**config.mk**
```make
export PLATFORM = sky130hd
export DESIGN_NAME = key_debounce_array
export DESIGN_NICKNAME = d
export VERILOG_FILES = /design/src/rtl/key_pkg.sv /design/src/rtl/key_channel.sv /design/src/rtl/key_debounce_array.sv
export SDC_FILE = /design/constraint.sdc
export NUM_CORES = 1
export LEC_CHECK = 0
export BUFFER_PORTS_ARGS = -buffer_cell sky130_fd_sc_hd__buf_2
export CAP_MARGIN = 5
export CELL_PAD_IN_SITES_DETAIL_PLACEMENT = 0
export CELL_PAD_IN_SITES_GLOBAL_PLACEMENT = 1
export CORE_ASPECT_RATIO = 1.1
export CORE_UTILIZATION = 51
export DETAILED_ROUTE_END_ITERATION = 7
export PLACE_DENSITY_LB_ADDON = 0.1
export SYNTH_ARGS = -nofsm -noshare
export SYNTH_HDL_FRONTEND = slang
export SYNTH_SLANG_ARGS = --single-unit
```
**constraint.sdc**
```tcl
create_clock -name CLK -period 3.7 [get_ports CLK]
set_clock_uncertainty 0.15 [all_clocks]
set_input_delay 1.11 -clock CLK [delete_from_list [all_inputs] [get_ports CLK]]
set_output_delay 1.11 -clock CLK [all_outputs]
set_load 0.05 [all_outputs]
```
**src/rtl/key_pkg.sv**
```systemverilog
// Shared types and default constants for the
// key debounce array.
package key_pkg;

  typedef enum logic [1:0] {
    IDLE,
    DELAY,
    REPEAT
  } rpt_state_t;

  localparam int N_CH_DEF       = 4;
  localparam int TICK_DIV_DEF   = 50000;
  localparam int DB_TICKS_DEF   = 10;
  localparam int RPT_DELAY_DEF  = 500;
  localparam int RPT_RATE_DEF   = 100;
  localparam bit ACTIVE_LOW_DEF = 1'b1;

  function automatic int cw(input int t);
    return (t > 1) ? $clog2(t) : 1;
  endfunction

endpackage

```
**src/rtl/key_channel.sv**
```systemverilog
// One key: 2-flop synchroniser, tick-based debounce,
// press/release pulses and auto-repeat FSM.
module key_channel
  import key_pkg::*;
#(
  parameter int DB_TICKS   = DB_TICKS_DEF,
  parameter int RPT_DELAY  = RPT_DELAY_DEF,
  parameter int RPT_RATE   = RPT_RATE_DEF,
  parameter bit ACTIVE_LOW = ACTIVE_LOW_DEF
) (
  input  logic CLK,
  input  logic RSTb,
  input  logic tick_i,
  input  logic raw_i,
  output logic level_o,
  output logic press_o,
  output logic release_o,
  output logic repeat_o
);

  localparam int DW = cw(DB_TICKS);
  localparam int RMAX =
    (RPT_DELAY > RPT_RATE) ? RPT_DELAY : RPT_RATE;
  localparam int RW = cw(RMAX);
  localparam int DB_LAST = DB_TICKS - 1;
  localparam int RD_LAST =
    (RPT_DELAY > 0) ? RPT_DELAY - 1 : 0;
  localparam int RR_LAST = RPT_RATE - 1;
  localparam logic IDLE_LVL = 1'(ACTIVE_LOW);

  logic [1:0]    sync_q, sync_d;
  logic [DW-1:0] db_q, db_d;
  logic [RW-1:0] rc_q, rc_d;
  rpt_state_t    st_q, st_d;
  logic          level_q, level_d;
  logic          press_q, press_d;
  logic          rel_q, rel_d;
  logic          rpt_q, rpt_d;
  logic          pressed;

  assign pressed = sync_q[1] ^ IDLE_LVL;

  always_comb begin
    sync_d  = {sync_q[0], raw_i};
    db_d    = db_q;
    level_d = level_q;
    press_d = 1'b0;
    rel_d   = 1'b0;
    if (tick_i) begin
      if (pressed == level_q) begin
        db_d = '0;
      end else if (db_q == DW'(DB_LAST)) begin
        db_d    = '0;
        level_d = ~level_q;
        press_d = pressed;
        rel_d   = ~pressed;
      end else begin
        db_d = db_q + DW'(1);
      end
    end
  end

  // Release wins over any repeat due on the same edge.
  always_comb begin
    st_d  = st_q;
    rc_d  = rc_q;
    rpt_d = 1'b0;
    if (rel_d) begin
      st_d = IDLE;
      rc_d = '0;
    end else begin
      unique case (st_q)
        IDLE: begin
          if (press_d && RPT_DELAY != 0) begin
            st_d = DELAY;
            rc_d = '0;
          end
        end
        DELAY: begin
          if (tick_i) begin
            if (rc_q == RW'(RD_LAST)) begin
              rpt_d = 1'b1;
              rc_d  = '0;
              st_d  = REPEAT;
            end else if (rc_q != '1) begin
              rc_d = rc_q + RW'(1);
            end
          end
        end
        REPEAT: begin
          if (tick_i) begin
            if (rc_q == RW'(RR_LAST)) begin
              rpt_d = 1'b1;
              rc_d  = '0;
            end else if (rc_q != '1) begin
              rc_d = rc_q + RW'(1);
            end
          end
        end
        default: begin
          st_d = IDLE;
          rc_d = '0;
        end
      endcase
    end
  end

  always_ff @(posedge CLK) begin
    if (!RSTb) begin
      sync_q  <= {2{IDLE_LVL}};
      db_q    <= '0;
      rc_q    <= '0;
      st_q    <= IDLE;
      level_q <= 1'b0;
      press_q <= 1'b0;
      rel_q   <= 1'b0;
      rpt_q   <= 1'b0;
    end else begin
      sync_q  <= sync_d;
      db_q    <= db_d;
      rc_q    <= rc_d;
      st_q    <= st_d;
      level_q <= level_d;
      press_q <= press_d;
      rel_q   <= rel_d;
      rpt_q   <= rpt_d;
    end
  end

  assign level_o   = level_q;
  assign press_o   = press_q;
  assign release_o = rel_q;
  assign repeat_o  = rpt_q;

endmodule

```
**src/rtl/key_debounce_array.sv**
```systemverilog
// N_CH debounced keys sharing one sample-tick
// prescaler.
module key_debounce_array
  import key_pkg::*;
#(
  parameter int N_CH       = N_CH_DEF,
  parameter int TICK_DIV   = TICK_DIV_DEF,
  parameter int DB_TICKS   = DB_TICKS_DEF,
  parameter int RPT_DELAY  = RPT_DELAY_DEF,
  parameter int RPT_RATE   = RPT_RATE_DEF,
  parameter bit ACTIVE_LOW = ACTIVE_LOW_DEF
) (
  input  logic            CLK,
  input  logic            RSTb,
  input  logic [N_CH-1:0] key_raw,
  output logic [N_CH-1:0] key_level,
  output logic [N_CH-1:0] key_press,
  output logic [N_CH-1:0] key_release,
  output logic [N_CH-1:0] key_repeat
);

  localparam int PW = cw(TICK_DIV);

  logic [PW-1:0] pre_q, pre_d;
  logic          tick;

  assign tick = (pre_q == PW'(TICK_DIV - 1));

  always_comb begin
    pre_d = tick ? '0 : pre_q + PW'(1);
  end

  always_ff @(posedge CLK) begin
    if (!RSTb) begin
      pre_q <= '0;
    end else begin
      pre_q <= pre_d;
    end
  end

  for (genvar g = 0; g < N_CH; g++) begin : g_ch
    key_channel #(
      .DB_TICKS  (DB_TICKS),
      .RPT_DELAY (RPT_DELAY),
      .RPT_RATE  (RPT_RATE),
      .ACTIVE_LOW(ACTIVE_LOW)
    ) u_ch (
      .CLK      (CLK),
      .RSTb     (RSTb),
      .tick_i   (tick),
      .raw_i    (key_raw[g]),
      .level_o  (key_level[g]),
      .press_o  (key_press[g]),
      .release_o(key_release[g]),
      .repeat_o (key_repeat[g])
    );
  end

endmodule

```
Word level (Yosys, flattened, before mapping):

Index checks and enable logic that the tools add are counted.
W data, S select, Z words.

* register bits: 100
* input bits: 6
* output and inout port bits: 16
* word-level logic and storage cells: 221

* add/sub/neg operators: 9
* equal/unequal tests: 45
* mux-type cells: 96
* bitwise gates (word level): 17
* reductions and logical operators: 21

Operators by type and width (number)
* $mux W9: 24
* $pmux W9 S3: 4
* $mux W1: 40
* $add A9 B1 Y9 const B: 4
* $eq A9 B7 Y1 const B: 4
* $eq A9 B9 Y1 const B: 4
* $ne A9 B9 Y1 const B: 4
* $mux W4: 8
* $mux W2: 12
* $pmux W2 S3: 4
* $reduce_and A3 Y1: 8
* $not A1 Y1: 17
* $add A16 B1 Y16 const B: 1
* $add A4 B1 Y4 const B: 4
* $eq A16 B16 Y1 const B: 1
* $eq A4 B4 Y1 const B: 4
* $ne A2 B1 Y1 const B: 8
* $ne A2 B2 Y1 const B: 8
* $reduce_and A4 Y1: 4
* $reduce_or A2 Y1: 5
* $eq A2 B1 Y1 const B: 4
* $eq A2 B2 Y1 const B: 4
* $logic_not A2 Y1: 4
* $pmux W1 S2: 4
* $eq A1 B1 Y1: 4

Longest topological paths before layout:

Gate-level depths: netlist of the first run.

* word-level depth: 6
* depth in mapped cells: 8
* gate-level depth less buffers: 7

Hierarchy:

From an unflattened synthesis of the first run, not the netlist that was laid out.

* cell total of the unflattened synthesis: 633
* area total of the unflattened synthesis: 5651.7 um2

Modules (own cells, without submodules)
* key_channel: instances 4, cells an instance 138, area an instance 1226.2 um2, seq. area each 420.4 um2
* key_debounce_array: instances 1, cells an instance 81, area an instance 747.0 um2, seq. area each 320.3 um2

Worst setup path after synthesis of the first run:

OpenSTA, ideal clock, no wires.

* path type: input to register
* start: input RSTb
* end: register g_ch[0].u_ch.db_q[3]
* setup time: 0.087 ns
* arrival: 2.449 ns
* data required time: 3.463 ns
* setup slack: 1.014 ns
* cell stages on the path: 5
* buffers on the path: 1
* cells stage by stage: buf_2 -> clkinv_1 -> or3b_2 -> or2_2 -> o31ai_1

RTL lines
* start, declared: line key_debounce_array.sv:14 `input logic RSTb,`
* end signal, assigned: line key_channel.sv:111 `db_q <= '0;`
* end signal, assigned: line key_channel.sv:120 `db_q <= db_d;`
* end, declared: line key_channel.sv:32 `logic [DW-1:0] db_q, db_d;`

Worst setup path in the final report of the first run:

* start: register pre_q[0]
* end: register g_ch[0].u_ch.rc_q[4]

* longest elaborated chain between the ends: 4
* elaborated cells between the ends (all ways): 8
* classes of those cells: eq/ne (4); mux (2); reduce/logical (2)

RTL lines
* start, declared: line key_debounce_array.sv:24 `logic [PW-1:0] pre_q, pre_d;`
* start signal, assigned: line key_debounce_array.sv:37 `pre_q <= pre_d;`
* $eq A16 B16 Y1 (*): line key_debounce_array.sv:27 `assign tick = (pre_q == PW'(TICK_DIV - 1));`
* $mux W1: line key_channel.sv:49 `if (tick_i) begin`
* $ne A2 B1 Y1 (no line)
* $reduce_and A3 Y1 (no line)
* end signal, assigned: line key_channel.sv:121 `rc_q <= rc_d;`
* end, declared: line key_channel.sv:33 `logic [RW-1:0] rc_q, rc_d;`

Mark *: on every way between the ends. The rest lies on a longest branch, timed or not.
A chain may end at the register's enable or synchronous reset.

==> metrics.md, run 1 <==
| Metric | Value |
|---|---|
| Run status | complete, no violations |
| TritonCTS buffer count | 9 |
| Post-CTS Hold Fix Bufs | 0 |
| Mapped Area | 5433 sq um |
| Global Route Usage Sum | between 20% and 30% |
| H-tree levels | 3 |
| TritonCTS clock tree | done |
| Period Utilization, post-route | between 70% and 80% |
| Nature of the critical path endpoint | register |
| Share of synthesized area spent on multiplexers | 0.7370% |
| First-pass GRT wire length | between 20 and 25 mm |
| Die Width | around 100 um |
| Syn_area_per_cell | 8.462 sq um |
| Layout Nets | 677 |
| EDFF count, synth | 0 |
| Antenna-violating nets left | 0 |
| Register area share after synthesis | between 30% and 40% |
| Rows | 39 |
| Crit-path max FO | 27 |
| Initial Util | 52.27% |
| Final Hold Fails | 0 |
| VDD IR max | just under 0.3 mV |
| Largest net degree at the start of global routing | 28 |
| Critical Path RT | 3.81 ns |
| Area growth syn-to-layout | 8.291% |
| ANT cells | 0 |
| Slew @ Worst Pin | 0.9560 ns |
| Max cap viols | 0 |
| Sequential Power Share | 50.4% |
| Overall die area | between 10000 and 15000 sq um |
| F_max | approximately 370 MHz |
| Core area | 10390 sq um |
| Fillcell total | 948 |
| Total net switching power | roughly 450 uW |
| Pint | 1706 uW |
| Synth Instances | 642 |
| Cell variety after synth | 67 |
| Static leakage | 0.002055 uW |
| Clock Latency Late Sink | roughly 0.35 ns |
| Synth Area in XOR/XNOR | 3.063% |
| Post-Layout Cell Count | 792 |
| Share of post-route cells with drive strength above 1 | 8.475% |
| Routed WL | around 12 mm |
| Root buf cell | clkbuf_16 |
| Async S/R FF share, synth | 0% |
| Number of warnings issued by yosys | 0 |
| I/O Buffers | 21 |
| CP arrival | roughly 2.8 ns |
| Power share of the combinational group | under 10% |
| Simple-gate share of the synthesized area | a little over a quarter |
| Main combinational cell family by area after synthesis | simple AND/OR/NAND/NOR gates |
| Relative slew margins | between 30% and 40% |
| Crit path time final | 2.699 ns |
| CTS Buffer Depth | 2 |
| Grt ovf | 0 |
| PwrDens | 366.7 nW/um^2 |
| Gp weighted congestion | 0.8265 |
| Worst Hold Class | register to register |
| Resize count post-CTS | 0 |
| Initial antenna violation count | 0 |
| Setup crit start kind | register |
| Clock power share | 47.7% |
| Inst Count DP | 777 |
| Io pins | 22 |
| Flops & latches, synth | 100 |
| Fin. max-slew vios | 0 |
| Die Ht | ~110 um |
| DRT Pass-1 Iters | 6 |
| Post-Route Setup TNS | 0 ns |
| Routed len/inst | 15.42 um |
| Worst Setup Path Type | register to register |
| Iter 0 DRT Violations | 263 |
| TritonCTS Sinks | 100 |
| Drt drc | 0 |
| RSZ-0062 raised after global routing | no |
| Setup violations, final | 0 |
| Switching part of the total power | 20.94% |
| Vias per Instance | roughly 6 |
| Vias in the first global route | between 4000 and 5000 |
| Post CTS Setup Buffer Count | 0 |
| Top_reg_cell synth | dfxtp_1 |
| Adder-cell area share of the yosys netlist | 5.988% |
| DP HPWL | about 8.7 mm |
| Syn Nets | 674 |
| Synth Area in Compound Gates | 20.52% |
| Routed via count | 4742 |
| Clock Pin Slew Worst Setup and Hold Paths | 0.07 ns |
area by class of cell:
class	count	area [sq um]	share of cell area, %
clock buffers	10	239.0	4.062
repair buffers	27	150.1	2.552
well taps	143	178.9	3.041
multi-input cells	483	3137	53.32
inverters	24	90.09	1.531
flip-flops and latches	100	2002	34.03
clock inverters	5	86.33	1.467
cell usage after synthesis (all sizes together), types with 3 or more instances:
master / n / area, sq um
o21a: 6 / 45.04
o22ai: 11 / 68.82
xnor2: 9 / 78.83
and3: 13 / 81.33
a31oi: 16 / 100.1
ha: 26 / 325.3
a21o: 5 / 37.54
inv: 23 / 86.33
nand3: 25 / 125.1
dfxtp: 100 / 2002
nand4: 19 / 133.9
o211ai: 4 / 30.03
o31a: 3 / 26.28
o31ai: 14 / 110.1
and4: 8 / 70.07
nand4b: 5 / 43.79
mux2i: 4 / 40.04
nand2b: 14 / 87.58
nor4: 3 / 18.77
nor3: 22 / 110.1
nand3b: 5 / 37.54
nor3b: 5 / 37.54
a21oi: 19 / 95.09
clkbuf: 13 / 48.80
a211oi: 22 / 165.2
or4: 5 / 41.29
a2111oi: 6 / 58.80
nand2: 66 / 247.7
nor2b: 3 / 18.77
or3: 9 / 56.30
and2: 7 / 43.79
buf: 22 / 155.2
a221oi: 6 / 52.55
xor2: 10 / 87.58
nor2: 51 / 191.4
o21ai: 30 / 150.1
power by group through the flow:
stage,registers [uW],logic [uW],clock network [uW]
final,1090,40.2,1030
after global routing,1090,45.2,1110
after CTS,1090,40.7,1060
after detailed placement,1110,40.5,0
after global placement,1110,39.6,0
after floorplan,1110,26.8,0
path summary, 6_finish.rpt:
path	cells past startpoint	slack (ns)	endpoint	from
setup reg to reg	6	1.00	g_ch[0].u_ch.rc_q[4]$_SDFFE_PP0P_	pre_q[0]$_SDFF_PP0_
hold / removal	1	0.26	g_ch[1].u_ch.sync_q[1]$_SDFF_PN1_	g_ch[1].u_ch.sync_q[0]$_SDFF_PN1_
hold reg to reg	1	0.26	g_ch[1].u_ch.sync_q[1]$_SDFF_PN1_	g_ch[1].u_ch.sync_q[0]$_SDFF_PN1_
setup / recovery	6	1.00	g_ch[0].u_ch.rc_q[4]$_SDFFE_PP0P_	pre_q[0]$_SDFF_PP0_
cells in the final DEF, fill, tap and decap left out, types with 14 or more instances in the layout:
| master | synthesis | layout |
|---|---|---|
| dfxtp_1 | 100 | 100 |
| nand2_1 | 66 | 66 |
| nor2_1 | 51 | 51 |
| o21ai_0 | 27 | 27 |
| ha_1 | 26 | 26 |
| nand3_1 | 25 | 25 |
| inv_1 | 23 | 23 |
| a211oi_1 | 22 | 22 |
| nor3_1 | 22 | 22 |
| buf_2 | 4 | 21 |
| a21oi_1 | 19 | 19 |
| nand4_1 | 18 | 18 |
| a31oi_1 | 16 | 16 |
| nand2b_1 | 14 | 14 |
registers in the layout, summed over array words and instances, names as in the netlist:
name,count
g_ch.u_ch.rc_q,36
g_ch.u_ch.db_q,16
pre_q,16
g_ch.u_ch.st_q,8
g_ch.u_ch.sync_q,8
g_ch.u_ch.level_o,4
g_ch.u_ch.press_o,4
g_ch.u_ch.release_o,4
g_ch.u_ch.repeat_o,4
layer usage:
metal  part of all wire [%]  global-route usage [%]
met4                    1.2                   8.489
met5                      0                       0
met1                     47                   29.94
met3                    3.8                   5.549
met2                     48                   38.99
worst max-delay path: stages (launching register included):
cell	delay, ns
dfxtp_1	0.35
ha_1	0.20
and3_1	0.28
nand4_4	0.38
o21a_1	0.47
or4_1	0.55
a221oi_1	0.24
per-stage QoR:
step | setup WS (ns) | cell area [sq um] | hold WS, ns | power (uW) | util [%]
2_1_floorplan | 1.014 | 5433 | 0.2363 | 1138 | -
5_1_grt | 0.7457 | 5883 | 0.2784 | 2242 | 56.60
4_1_cts | 0.9898 | 5883 | 0.2626 | 2188 | 56.60
3_3_place_gp | 0.9448 | 5558 | 0.2382 | 1152 | 53.47
6_report | 1.001 | 5883 | 0.2609 | 2158 | 56.60
3_5_place_dp | 0.8899 | 5558 | 0.2457 | 1153 | 53.47
logic make-up (layout without fill, tap and decap cells):
| logic type | after synthesis | after routing |
|---|---|---|
| XOR/XNOR | 19 | 19 |
| AND/OR/NAND/NOR | 274 | 274 |
| AO/OA/AOI/OAI | 160 | 160 |
| buffers and inverters | 59 | 66 |
| flip-flops | 100 | 100 |
| multiplexers | 4 | 4 |
| adder cells (fa/ha/maj) | 26 | 26 |
Power figures use the tool's default switching activity.
==> run 2, diff against run 1 <==
--- a/config.mk
+++ b/config.mk
@@ -10,7 +10,7 @@
 export CELL_PAD_IN_SITES_DETAIL_PLACEMENT = 0
 export CELL_PAD_IN_SITES_GLOBAL_PLACEMENT = 1
 export CORE_ASPECT_RATIO = 1.1
-export CORE_UTILIZATION = 51
+export CORE_UTILIZATION = 47
 export DETAILED_ROUTE_END_ITERATION = 7
 export PLACE_DENSITY_LB_ADDON = 0.1
 export SYNTH_ARGS = -nofsm -noshare
==> constraint.sdc (replaced) <==
create_clock -name CLK -period 2.5 [get_ports CLK]
set_clock_uncertainty 0.15 [all_clocks]
set_input_delay 0.75 -clock CLK [delete_from_list [all_inputs] [get_ports CLK]]
set_output_delay 0.75 -clock CLK [all_outputs]
set_load 0.05 [all_outputs]
==> run 2 against run 1 <==
Maximum frequency increased by 15%. Sequential power increased by 48%. Utilization fell by 1.6 points. Via count up 0.61%. Sequential cell count is the same. Die area increased by 8.3%. Highest routed layer unchanged.
==> metrics.md, run 2 (synthesis results as in run 1) <==
| Metric | Value |
|---|---|
| Place WS | 0.07319 ns |
| Core area | 11110 sq um |
| DRT Pass-1 Iters | 4 |
| Relative slew margins | 62.23% |
| Gp weighted congestion | 0.8339 |
| Number of flip-flops in the largest register | 36 |
| Worst setup path start | g_ch[1].u_ch.st_q[1]$_SDFFE_PP0P_ |
| Critical Path RT | approximately 2.6 ns |
| Period Utilization, post-route | 93.84% |
| Grt ovf | 0 |
| Slew @ Worst Pin | 0.5644 ns |
| Post CTS Setup Buffer Count | 0 |
| Most common cell after layout, fill and taps aside | dfxtp_1 |
| Critical R2R Launch | g_ch[1].u_ch.st_q[1]$_SDFFE_PP0P_ |
| Run status | complete, no violations |
| Max cap viols | 0 |
| Tot Pwr | roughly 3200 uW |
| PwrDens | about 530 nW/um^2 |
| Fin. max-slew vios | 0 |
| Final Hold Fails | 0 |
| Pint | 2538 uW |
| Fillcell total | 1092 |
| Worst Setup Path Type | register to register |
| Vias in the first global route | 4433 |
| First-pass GRT wire length | roughly 21 mm |
| Vias per Instance | a little under 6 |
| Hold depth | 1 |
| Switching part of the total power | a little over a fifth |
| TritonCTS buffer count | 9 |
| TritonCTS Sinks | 100 |
| Global Route Usage Sum | 21.74% |
| Worst reg2reg path depth | 7 |
| Drt drc | 0 |
| Worst R2R Setup Slack | 0.15 ns |
| RSZ-0062 raised after global routing | no |
| Clock power share | a little under half |
| I/O Buffers | 21 |
| Crit path time final | ~2.3 ns |
| CP arrival | 2.44 ns |
| Iter 0 DRT Violations | 263 |
| Sequential Power Share | approximately half |
| Root buf cell | clkbuf_16 |
| VDD IR max | 0.4253 mV |
| Initial Util | 48.90% |
| Overall die area | 11990 sq um |
| Total net switching power | 684.1 uW |
| Io pins | 22 |
| Setup violations, final | 0 |
| Worst R2R End | g_ch[1].u_ch.rc_q[6]$_SDFFE_PP0P_ |
| Die Width | approximately 100 um |
| Biggest regs | g_ch.u_ch.rc_q: 36 flops, g_ch.u_ch.db_q: 16 flops, pre_q: 16 flops |
| Largest Register | g_ch.u_ch.rc_q |
| H-tree levels | 3 |
| Antenna-violating nets left | 0 |
| Most frequent cells in the layout | dfxtp_1, nand2_1, nor2_1 |
| Layout Nets | 701 |
| Clock Pin Slew Worst Setup and Hold Paths | 0.07 ns |
| Resize count post-CTS | 0 |
| Routed WL | 12.63 mm |
| Post-Route Setup TNS | 0 ns |
| Initial antenna violation count | 0 |
| Post-CTS Hold Fix Bufs | 0 |
| Area growth syn-to-layout | 12.53% |
| F_max | 426.2 MHz |
| Largest net degree at the start of global routing | 23 |
| Power share of the combinational group | about 2.1% |
| CTS Buffer Depth | 2 |
| Share of post-route cells with drive strength above 1 | 12.61% |
| Crit path to | g_ch[1].u_ch.rc_q[6]$_SDFFE_PP0P_ |
| Die Ht | 114.8 um |
| Rows | 40 |
| Routed via count | 4771 |
| Setup crit start kind | register |
| ANT cells | 0 |
| Nature of the critical path endpoint | register |
| Worst Hold Class | register to register |
| DP HPWL | ~9.1 mm |
| PnR worst setup slack | roughly 0.15 ns |
| Clock Latency Late Sink | 0.36 ns |
| Crit-path max FO | 10 |
| TritonCTS clock tree | done |
| Static leakage | around 0.0022 uW |
| Routed len/inst | 15.38 um |
run 2: cell count changes in the layout (fill, tap and decap cells not counted), sizes merged:
| cell | delta |
|---|---|
| buf | +24 |
| inv | +1 |
| clkinv | -1 |
| clkbuf | +1 |
run 2: final cells by class:
type	count	area [sq um]	area share, %
inverters	24	90.09	1.474
well taps	147	183.9	3.009
repair buffers	51	342.8	5.608
clock buffers	11	242.7	3.971
clock inverters	5	82.58	1.351
flip-flops and latches	100	2002	32.75
multi-input cells	483	3169	51.84
run 2: worst min path at each step:
stage / startpoint / to
floorplan: g_ch[0].u_ch.sync_q[0]$_SDFF_PN1_ / g_ch[0].u_ch.sync_q[1]$_SDFF_PN1_
global placement: g_ch[2].u_ch.sync_q[0]$_SDFF_PN1_ / g_ch[2].u_ch.sync_q[1]$_SDFF_PN1_
detailed placement: g_ch[2].u_ch.sync_q[0]$_SDFF_PN1_ / g_ch[2].u_ch.sync_q[1]$_SDFF_PN1_
CTS: g_ch[2].u_ch.sync_q[0]$_SDFF_PN1_ / g_ch[2].u_ch.sync_q[1]$_SDFF_PN1_
global route: g_ch[3].u_ch.sync_q[0]$_SDFF_PN1_ / g_ch[3].u_ch.sync_q[1]$_SDFF_PN1_
finish: g_ch[2].u_ch.sync_q[0]$_SDFF_PN1_ / g_ch[2].u_ch.sync_q[1]$_SDFF_PN1_
run 2: worst max-delay path: stages, from the launching register on:
cell and delay, ns:
dfxtp_1 0.35, inv_1 0.07, ha_1 0.24, or4_1 0.43
a2111oi_2 0.45, nor2_2 0.17, a211oi_1 0.25, o22ai_1 0.12
run 2: through the flow:
stage	utilization [%]	instances	instance area [sq um]	hold WS, ns
after CTS	54.73	821	6081	0.2583
final	55.02	821	6113	0.2577
after detailed placement	51.80	805	5756	0.2425
after floorplan	-	642	5433	0.2363
after global placement	51.80	805	5756	0.2382
after global routing	55.02	821	6113	0.2714
run 2: routing by layer:
layer | track usage (%) | share of wire, % | wire, um | up-vias
li1 | - | - | - | 2434
met1 | 28.01 | 48 | 6033 | 2236
met2 | 36.11 | 47 | 5941 | 84
met3 | 3.345 | 3.2 | 409 | 17
met4 | 9.905 | 1.9 | 243 | 0
met5 | 0 | 0 | 0 | -
run 2: power by group through the flow:
| stage | sequential, uW | combinational, uW | clock, uW |
|---|---|---|---|
| after floorplan | 1640 | 39.6 | 0 |
| after global placement | 1650 | 68.7 | 0 |
| after detailed placement | 1650 | 69.1 | 0 |
| after CTS | 1610 | 69.3 | 1570 |
| after global routing | 1610 | 77.0 | 1630 |
| final | 1610 | 69.1 | 1540 |
==> run 3, diff against run 2 <==
--- a/config.mk
+++ b/config.mk
@@ -10,7 +10,8 @@
 export CELL_PAD_IN_SITES_DETAIL_PLACEMENT = 0
 export CELL_PAD_IN_SITES_GLOBAL_PLACEMENT = 1
 export CORE_ASPECT_RATIO = 1.1
-export CORE_UTILIZATION = 47
+export CORE_UTILIZATION = 49
+export CTS_BUF_LIST = sky130_fd_sc_hd__clkbuf_8
 export DETAILED_ROUTE_END_ITERATION = 7
 export PLACE_DENSITY_LB_ADDON = 0.1
 export SYNTH_ARGS = -nofsm -noshare
==> run 3 against run 2 <==
Combinational power down 2%. Global-route usage up 1.3 points. Final cell count down 0.37%. Sequential share of layout area up 0.65 points. Utilization up 1.6 points. Die area down 4.0%. Final area down 1.9%. Largest power group unchanged.
==> metrics.md, run 3 (synthesis results as in run 1) <==
| Metric | Value |
|---|---|
| Die Width | 102.4 um |
| Routed len/inst | approximately 15 um |
| TritonCTS Sinks | 100 |
| Worst setup path start | g_ch[1].u_ch.st_q[1]$_SDFFE_PP0P_ |
| Post-Route Setup TNS | 0 ns |
| Crit-path max FO | 10 |
| Worst Hold Class | register to register |
| I/O Buffers | 21 |
| Run status | complete, no violations |
| Biggest regs | g_ch.u_ch.rc_q: 36 flops, g_ch.u_ch.db_q: 16 flops, pre_q: 16 flops |
| Area growth syn-to-layout | 10.34% |
| Fillcell total | about 960 |
| Drt drc | 0 |
| TritonCTS buffer count | 9 |
| Clock Pin Slew Worst Setup and Hold Paths | 0.10 ns |
| Total net switching power | 664.9 uW |
| Rows | 39 |
| Max stage delay on crit path | 0.48 ns |
| Resize count post-CTS | 0 |
| Clock power share | 37.9% |
| Tot Pwr | 2698 uW |
| Antenna-violating nets left | 0 |
| Share of post-route cells with drive strength above 1 | 12.89% |
| Clock Latency Late Sink | 0.39 ns |
| Pint | between 2000 and 2500 uW |
| Largest net degree at the start of global routing | 23 |
| Final Hold Fails | 0 |
| Number of flip-flops in the largest register | 36 |
| WP buf/inv | 1 |
| PwrDens | about 450 nW/um^2 |
| TritonCTS clock tree | done |
| First-pass GRT wire length | 21.29 mm |
| Static leakage | 0.002111 uW |
| Layout Nets | between 700 and 800 |
| Post CTS Setup Buffer Count | 0 |
| Worst-path cell chain | inv_1, ha_1, or4_1, a2111oi_4, nor2_2, a211oi_1, o22ai_1 |
| Initial antenna violation count | 0 |
| Setup violations, final | 0 |
| Switching part of the total power | 24.64% |
| Worst Hold Launch | g_ch[2].u_ch.sync_q[0]$_SDFF_PN1_ |
| FF/Latch Area | 2002 sq um |
| Critical R2R Launch | g_ch[1].u_ch.st_q[1]$_SDFFE_PP0P_ |
| Die Ht | 112.4 um |
| Routed via count | 4863 |
| CP max stage cell | or4_1 |
| Sequential Power Share | 59.6% |
| Core area | ~11000 sq um |
| Io pins | 22 |
| Gp weighted congestion | 0.8869 |
| Grt ovf | 0 |
| Most frequent cells in the layout | dfxtp_1, nand2_1, nor2_1 |
| Worst Setup Path Type | register to register |
| Iter 0 DRT Violations | about 220 |
| Power share of the combinational group | around 2.5% |
| ANT cells | 0 |
| Top cell family by delay on the critical path | compound AO/OA/AOI/OAI gates |
| Post-CTS Hold Fix Bufs | 0 |
| Largest Register | g_ch.u_ch.rc_q |
| CTS Buffer Depth | 2 |
| Critical Path RT | about 2.6 ns |
| CP arrival | 2.49 ns |
| Fin. max-slew vios | 0 |
| Vias in the first global route | 4612 |
| Max cap viols | 0 |
| VDD IR max | 0.3293 mV |
| Slew @ Worst Pin | approximately 0.62 ns |
| Setup crit start kind | register |
| Overall die area | between 10000 and 15000 sq um |
| Most common cell after layout, fill and taps aside | dfxtp_1 |
| Dpl cell area | approximately 5800 sq um |
| Root buf cell | clkbuf_8 |
| Post-Layout Cell Count | 818 |
| Routed WL | approximately 12 mm |
| Global Route Usage Sum | 23.08% |
| H-tree levels | 3 |
| Vias per Instance | 5.945 |
| Hold slack | 0.2702 ns |
| Post-Layout Inst Area | 5995 sq um |
| Period Utilization, post-route | between 90 and 100% |
| Nature of the critical path endpoint | register |
| DP HPWL | 8.934 mm |
| Crit path time final | 2.366 ns |
| F_max | 422.6 MHz |
| Initial Util | 51.31% |
| Relative slew margins | 58.50% |
| DRT Pass-1 Iters | 5 |
| Area occupied by multi-input gates | 3183 sq um |
| Inst Count DP | between 800 and 900 |
## run 3: per-stage QoR
stage / setup slack, ns / util [%]
2_1_floorplan: 0.1736 / -
3_3_place_gp: 0.04493 / 54.38
3_5_place_dp: 0.05248 / 54.38
4_1_cts: 0.01717 / 56.17
5_1_grt: -0.008580 / 56.61
6_report: 0.1338 / 56.61
## run 3: power groups by stage
stage | logic [uW] | clock network [uW] | registers, uW
floorplan | 39.6 | 0 | 1640
global placement | 65.4 | 0 | 1650
detailed placement | 66.7 | 0 | 1650
CTS | 66.8 | 1050 | 1610
global route | 75.5 | 1120 | 1610
finish | 67.4 | 1020 | 1610
## run 3: final timing paths
check                           slack [ns]                                end  depth (start not counted)
worst min register to register        0.27  g_ch[2].u_ch.sync_q[1]$_SDFF_PN1_                          1
worst min-delay path                  0.27  g_ch[2].u_ch.sync_q[1]$_SDFF_PN1_                          1
worst max-delay path                  0.13  g_ch[1].u_ch.rc_q[3]$_SDFFE_PP0P_                          7
worst max register to register        0.13  g_ch[1].u_ch.rc_q[3]$_SDFFE_PP0P_                          7
## run 3: worst register-to-register path, stage by stage, from the launching register on
cell and delay [ns]:
dfxtp_1 0.36, inv_1 0.07, ha_1 0.24, or4_1 0.48, a2111oi_4 0.42, nor2_2 0.17
a211oi_1 0.25, o22ai_1 0.12
## run 3: layout make-up
class | count | area share, %
Tap cell | 143 | 2.985
Timing Repair Buffer | 52 | 5.844
Clock buffer | 10 | 2.296
Multi-Input combinational cell | 483 | 53.10
Clock inverter | 6 | 0.8766
Inverter | 24 | 1.503
Sequential cell | 100 | 33.40
## run 3: metal layers
metal  global-route usage [%]  share of wire, %  up-vias
li1                         -                 -     2434
met1                    31.14                48     2305
met2                    36.51                46      102
met3                    3.798               3.4       22
met4                    9.238               2.2        0
met5                        0                 0        -
